### config.mk
export PLATFORM = sky130hd
export DESIGN_NAME = rsp_buff
export DESIGN_NICKNAME = d
export VERILOG_FILES = /design/src/rtl/rsp_buff.sv
export SDC_FILE = /design/constraint.sdc
export NUM_CORES = 1
export LEC_CHECK = 0
export BUFFER_PORTS_ARGS = -buffer_cell sky130_fd_sc_hd__clkbuf_2
export CAP_MARGIN = 20
export CELL_PAD_IN_SITES_DETAIL_PLACEMENT = 0
export CELL_PAD_IN_SITES_GLOBAL_PLACEMENT = 1
export CORE_MARGIN = 4
export CORE_UTILIZATION = 35
export DETAILED_ROUTE_END_ITERATION = 6
export PLACE_DENSITY = 0.63
export SYNTH_ARGS = -nofsm -noshare
export SYNTH_HDL_FRONTEND = slang
export SYNTH_SLANG_ARGS = --single-unit
### constraint.sdc
create_clock -name clk -period 6.74 [get_ports clk]
set_input_delay 1.348 -clock clk [delete_from_list [all_inputs] [get_ports clk]]
set_output_delay 1.348 -clock clk [all_outputs]
set_load 0.05 [all_outputs]
### src/rtl/rsp_buff.sv
// rsp_buff: response buffer between the controller's response output and the
// AXI read-data mux.
//
// The controller pushes RDATA_WIDTH-bit status/result words into an
// ENT_NUM-deep circular FIFO. The host drains it with single-cycle AXI read
// pulses to the response region:
//   offset 0x0 POP: returns the head word. If the FIFO is empty, the read
//                   waits up to TIMEOUT cycles and then completes with err=1.
//   offset 0x4 STATUS: returns the zero-extended occupancy. Nothing is popped.
//   any other offset: completes with err=1 and data=0.
//
// Ports:
//   clk, rst            - clock; synchronous active-high reset
//   ctrl_rsp_buff_vld   - controller push request
//   ctrl_rsp_buff_data  - word to push
//   rsp_buff_ctrl_rdy   - push accepted this cycle (combinational ~full)
//   axi_rd_vld          - AXI read request pulse
//   axi_rd_addr         - read address; only bits [3:0] are decoded
//   axi_rd_region       - region select; matched against AXI_RSP_FIFO_REGION
//   axi_rd_data         - registered read data, valid with axi_rd_done
//   axi_rd_done         - one-cycle completion pulse
//   axi_rd_err          - registered error flag, valid with axi_rd_done
//   rsp_buff_cnt        - registered FIFO occupancy

`ifndef AXI_RSP_FIFO_REGION
`define AXI_RSP_FIFO_REGION 2'b10
`endif

module rsp_buff #(
    parameter int unsigned ENT_NUM      = 4,
    parameter int unsigned RDATA_WIDTH  = 32,
    parameter int unsigned ARADDR_WIDTH = 11,
    parameter int unsigned TIMEOUT      = 16
) (
    input  logic                       clk,
    input  logic                       rst,
    input  logic                       ctrl_rsp_buff_vld,
    input  logic [RDATA_WIDTH-1:0]     ctrl_rsp_buff_data,
    output logic                       rsp_buff_ctrl_rdy,
    input  logic                       axi_rd_vld,
    input  logic [ARADDR_WIDTH-1:0]    axi_rd_addr,
    input  logic [1:0]                 axi_rd_region,
    output logic [RDATA_WIDTH-1:0]     axi_rd_data,
    output logic                       axi_rd_done,
    output logic                       axi_rd_err,
    output logic [$clog2(ENT_NUM):0]   rsp_buff_cnt
);

    localparam int unsigned PTR_W = $clog2(ENT_NUM);
    localparam int unsigned CNT_W = PTR_W + 1;
    localparam int unsigned TMR_W = $clog2(TIMEOUT + 1);

    typedef enum logic [0:0] {StIdle, StWait} state_e;

    state_e                 state_q, state_d;
    logic [PTR_W-1:0]       wr_ptr_q, rd_ptr_q;
    logic [CNT_W-1:0]       cnt_q, cnt_d;
    logic [TMR_W-1:0]       timer_q, timer_d;
    logic [RDATA_WIDTH-1:0] mem_q [ENT_NUM];

    logic                   done_q, done_d;
    logic                   err_q, err_d;
    logic [RDATA_WIDTH-1:0] data_q, data_d;

    logic                   full, empty, push, pop, rd_req;
    logic [3:0]             offset;

    // Upper address bits are decoded upstream (region select).
    logic unused_addr_bits;
    assign unused_addr_bits = ^axi_rd_addr[ARADDR_WIDTH-1:4];

    assign full   = (cnt_q == CNT_W'(ENT_NUM));
    assign empty  = (cnt_q == '0);
    assign push   = ctrl_rsp_buff_vld & ~full;
    assign offset = axi_rd_addr[3:0];
    // Reads arriving while a pop is already waiting are ignored.
    assign rd_req = axi_rd_vld & (axi_rd_region == `AXI_RSP_FIFO_REGION) & (state_q == StIdle);

    assign rsp_buff_ctrl_rdy = ~full;
    assign rsp_buff_cnt      = cnt_q;
    assign axi_rd_done       = done_q;
    assign axi_rd_err        = err_q;
    assign axi_rd_data       = data_q;

    always_comb begin
        state_d = state_q;
        timer_d = timer_q;
        pop     = 1'b0;
        done_d  = 1'b0;
        err_d   = err_q;
        data_d  = data_q;
        unique case (state_q)
            StIdle: begin
                if (rd_req) begin
                    case (offset)
                        4'h0: begin
                            if (!empty) begin
                                pop    = 1'b1;
                                done_d = 1'b1;
                                err_d  = 1'b0;
                                data_d = mem_q[rd_ptr_q];
                            end else begin
                                // A push in this same cycle is served from StWait.
                                state_d = StWait;
                                timer_d = '0;
                            end
                        end
                        4'h4: begin
                            done_d = 1'b1;
                            err_d  = 1'b0;
                            data_d = RDATA_WIDTH'(cnt_q);
                        end
                        default: begin
                            done_d = 1'b1;
                            err_d  = 1'b1;
                            data_d = '0;
                        end
                    endcase
                end
            end
            StWait: begin
                if (!empty) begin
                    pop     = 1'b1;
                    done_d  = 1'b1;
                    err_d   = 1'b0;
                    data_d  = mem_q[rd_ptr_q];
                    state_d = StIdle;
                end else begin
                    timer_d = timer_q + 1'b1;
                    // Timer reaches TIMEOUT this cycle: error completion next cycle.
                    if (timer_q == TMR_W'(TIMEOUT - 1)) begin
                        done_d  = 1'b1;
                        err_d   = 1'b1;
                        data_d  = '0;
                        state_d = StIdle;
                    end
                end
            end
            default: state_d = StIdle;
        endcase
    end

    always_comb begin
        cnt_d = cnt_q;
        case ({push, pop})
            2'b10:   cnt_d = cnt_q + 1'b1;
            2'b01:   cnt_d = cnt_q - 1'b1;
            default: cnt_d = cnt_q;
        endcase
    end

    always_ff @(posedge clk) begin
        if (rst) begin
            state_q  <= StIdle;
            wr_ptr_q <= '0;
            rd_ptr_q <= '0;
            cnt_q    <= '0;
            timer_q  <= '0;
            done_q   <= 1'b0;
            err_q    <= 1'b0;
            data_q   <= '0;
        end else begin
            state_q <= state_d;
            cnt_q   <= cnt_d;
            timer_q <= timer_d;
            done_q  <= done_d;
            err_q   <= err_d;
            data_q  <= data_d;
            // ENT_NUM is a power of two, so pointers wrap naturally.
            if (push) wr_ptr_q <= wr_ptr_q + 1'b1;
            if (pop)  rd_ptr_q <= rd_ptr_q + 1'b1;
        end
    end

    // Storage is not reset; contents are don't-care until written.
    always_ff @(posedge clk) begin
        if (push) mem_q[wr_ptr_q] <= ctrl_rsp_buff_data;
    end

endmodule

==> metrics.txt <==
status=complete, no violations; Flop pwr share=0.529; MaxCap Viol Count=0; ranking of synthesized cells by area=edfxtp_1 (57%), dfxtp_1 (15%), mux4_2 (11%), a21oi_1 (3.3%), o21ai_0 (2.7%); antenna violations before repair=0; Starting Density=0.3582; Yosys top cell area share=0.5698; worst-margin pin slew=about 1000 ps; global-route met1 utilization=0.1812; CP max stage cell=fa_1; WHS Endpoint=axi_rd_data[15]$_SDFFE_PP0P_; total CTS buffers=17; pin count of the biggest net entering global routing=between 40 and 50; First-pass DRT Iterations=5; Power Density=288.3 nW/um^2; minimum hold slack=between 400 and 500 ps; Routed wire per std cell=between 15 and 20 um; post-cts sizing count=0; IR Drop Worst-Case VDD=approximately 0.18 mV; Synth cell types=37; RR Startpoint=rsp_buff_cnt[0]$_SDFFE_PP0P_; Crit Path Class=in2reg; Clock Skews=roughly 7.5 ps; switching share of power=0.2216; power share of the clock group=0.418; worst hold path class=reg2reg; first-pass GRT wire length=23,720 um; kind of start point of the critical path=primary input; Global Route Usage Sum=0.1445; TritonCTS clock tree=yes; CP Cell Sequence=clkbuf_2, nor4_1, buf_2, a21oi_1, nor2_1, ha_1, inv_1, fa_1, xor2_1, or3_1, a21oi_1; Gate power share=0.053; Final min period=between 3000 and 4000 ps; setup bufs post-CTS=0; R2R Path End=axi_rd_data[2]$_SDFFE_PP0P_; Netlist Area Pre-Place=approximately 6700 um^2; worst reg-to-reg path cell count=5; starting DRC count in detailed routing=~240; M3 GR Usage=0.03732; Hold Path Depth=2; P&R area growth vs syn=18.98%; P_sw=about 0.51 mW; FF-to-FF setup slack=slightly below 4000 ps; Yosys reg bits=177; Final nets=550; Mapped Nets=about 480; Cell Int Power=~1.8 mW; Cells after Synth=419; Die Height=146.8 um; clock slew seen by the registers of the worst setup and hold paths=60 ps; P_leak=between 2 and 3 nW; I/O pins=87; Die ar.=about 22,000 um^2; final wirelength=approximately 15,000 um; Crit Path Max Fanout=11; # setup viols final=0; GR peak layer=met2; synthesized area per cell=16.10 um^2; htree depth=4; Max Clock Freq=a little over 0.3 GHz; Yosys top cell by area=edfxtp_1; setup TNS=0 ps; clock latency on the worst-skew pair=between 400 and 500 ps; Crit path required time=slightly above 7000 ps; PortBufs=79; row count=50; met2 Usage GRT=0.2459; Final ANT Viol Nets=0; chip width=between 100 and 150 um; share of cells above drive strength 1=0.3123; Worst EP arrival=around 3600 ps; via/cell ratio=a little over 5; CTS Hold Buffers Added=0; RSZ-0062 raised after global routing=no; crit-path max cell delay=370 ps; detailed-route via count=a little under 4,000; Final Hold Viols=0; max-slew violation count=0; drt drc=0; grt ovf=0; Longest Clk Path Bufs=2; hold wc startpoint=axi_rd_data[15]$_SDFFE_PP0P_; Util after Layout=0.4262; Worst Setup End Kind=register; vias in the first global route=around 4,200; diode count=0; RePlAce Congestion=roughly 0.75; Root Driver=clkbuf_16; CORE AREA=around 19,000 um^2; DP Wirelength=~9000 um; fin crit share=0.4813; slew margin rel.=0.3042; CP most frequent cell=a21oi_1; clk sink count=177; sequential cell area fraction in the yosys report=0.7153; synth warn=0
==> worst max path at each step <==
stage                         from                           end  cells after the start
detailed placement  axi_rd_addr[1]  rsp_buff_cnt[2]$_SDFFE_PP0P_                     10
global placement    axi_rd_addr[1]  rsp_buff_cnt[2]$_SDFFE_PP0P_                     10
global route        axi_rd_addr[1]  rsp_buff_cnt[2]$_SDFFE_PP0P_                     11
finish              axi_rd_addr[1]  rsp_buff_cnt[2]$_SDFFE_PP0P_                     11
CTS                 axi_rd_addr[1]  rsp_buff_cnt[2]$_SDFFE_PP0P_                     10
floorplan           axi_rd_addr[1]  rsp_buff_cnt[2]$_SDFFE_PP0P_                     10
==> state kept, by name, indices dropped and copies added, names as in the netlist, named ones only <==
register,count
mem_q,128
axi_rd_data,32
timer_q,5
rsp_buff_cnt,3
rd_ptr_q,2
wr_ptr_q,2
axi_rd_done,1
axi_rd_err,1
state_q,1
==> cells by family (layout without fill, tap and decap cells) <==
family	after synthesis	count (layout)	share of synthesized area
DFF	177	177	0.7153
buffers and inverters	38	125	0.02189
and+or+nand+nor	66	66	0.05954
AOI/OAI and AO/OA	94	94	0.07438
xor gates and xnor gates	3	3	0.003896
muxes	33	33	0.1091
adders and majority gates	8	8	0.01595
==> stage by stage <==
step / setup WS (ps) / total power, mW / cells / instance area, um^2
floorplan: 3307 / 1.319 / 419 / 6745
global placement: 2548 / 1.367 / 732 / 7416
detailed placement: 2409 / 1.373 / 732 / 7416
CTS: 2844 / 2.336 / 764 / 8000
global route: 3346 / 2.394 / 766 / 8025
finish: 3496 / 2.313 / 766 / 8025
==> power groups by stage <==
stage	registers [mW]	clock network, mW	logic, mW
after global placement	1.25	0	0.121
final	1.22	0.966	0.123
after detailed placement	1.25	0	0.124
after floorplan	1.26	0	0.0626
after global routing	1.23	1.03	0.135
after CTS	1.22	0.986	0.124
==> final cells by class <==
type                    count  area [um^2]
flip-flops and latches    177         4827
repair buffers             85        450.4
fillers                  1703        10810
inverters                   8        30.03
clock inverters            15        158.9
well taps                 260        325.3
clock buffers              17        425.4
multi-input cells         204         1808
==> layout by cell type, fill, tap and decap left out, types with 7 or more instances in the layout <==
cell and count:
a21oi_1 45, clkbuf_16 17, clkbuf_2 79, dfxtp_1 47
edfxtp_1 128, ha_1 7, inv_1 8, mux4_2 32
nand4_1 29, nor2_1 7, o21ai_0 37
==> cell usage after synthesis (all sizes together) <==
library cell,number
a2111oi,1
a211oi,4
a21oi,45
a22oi,3
a2bb2oi,1
and2,2
and3,5
and3b,1
buf,4
clkbuf,26
dfxtp,49
edfxtp,128
fa,1
ha,7
inv,8
mux2,1
mux4,32
nand2,2
nand2b,1
nand3,2
nand3b,2
nand4,29
nor2,7
nor2b,1
nor3,3
nor3b,2
nor4,3
o21ai,38
o2bb2ai,1
o31ai,1
or3,3
or3b,1
or4,2
xnor2,1
xor2,2
==> critical path: cells and delay by family <==
family	cells	cell delay (ps)
buffers and inverters	3	380
AOI/OAI and AO/OA	2	380
adders and majority gates	2	570
and+or+nand+nor	3	760
xor gates and xnor gates	1	160
==> per-layer routing <==
layer,part of all wire,wire length [um]
met5,0,0
met4,0.011,165
met3,0.046,700
met2,0.52,7869
met1,0.42,6369
Power figures use the tool's default switching activity.
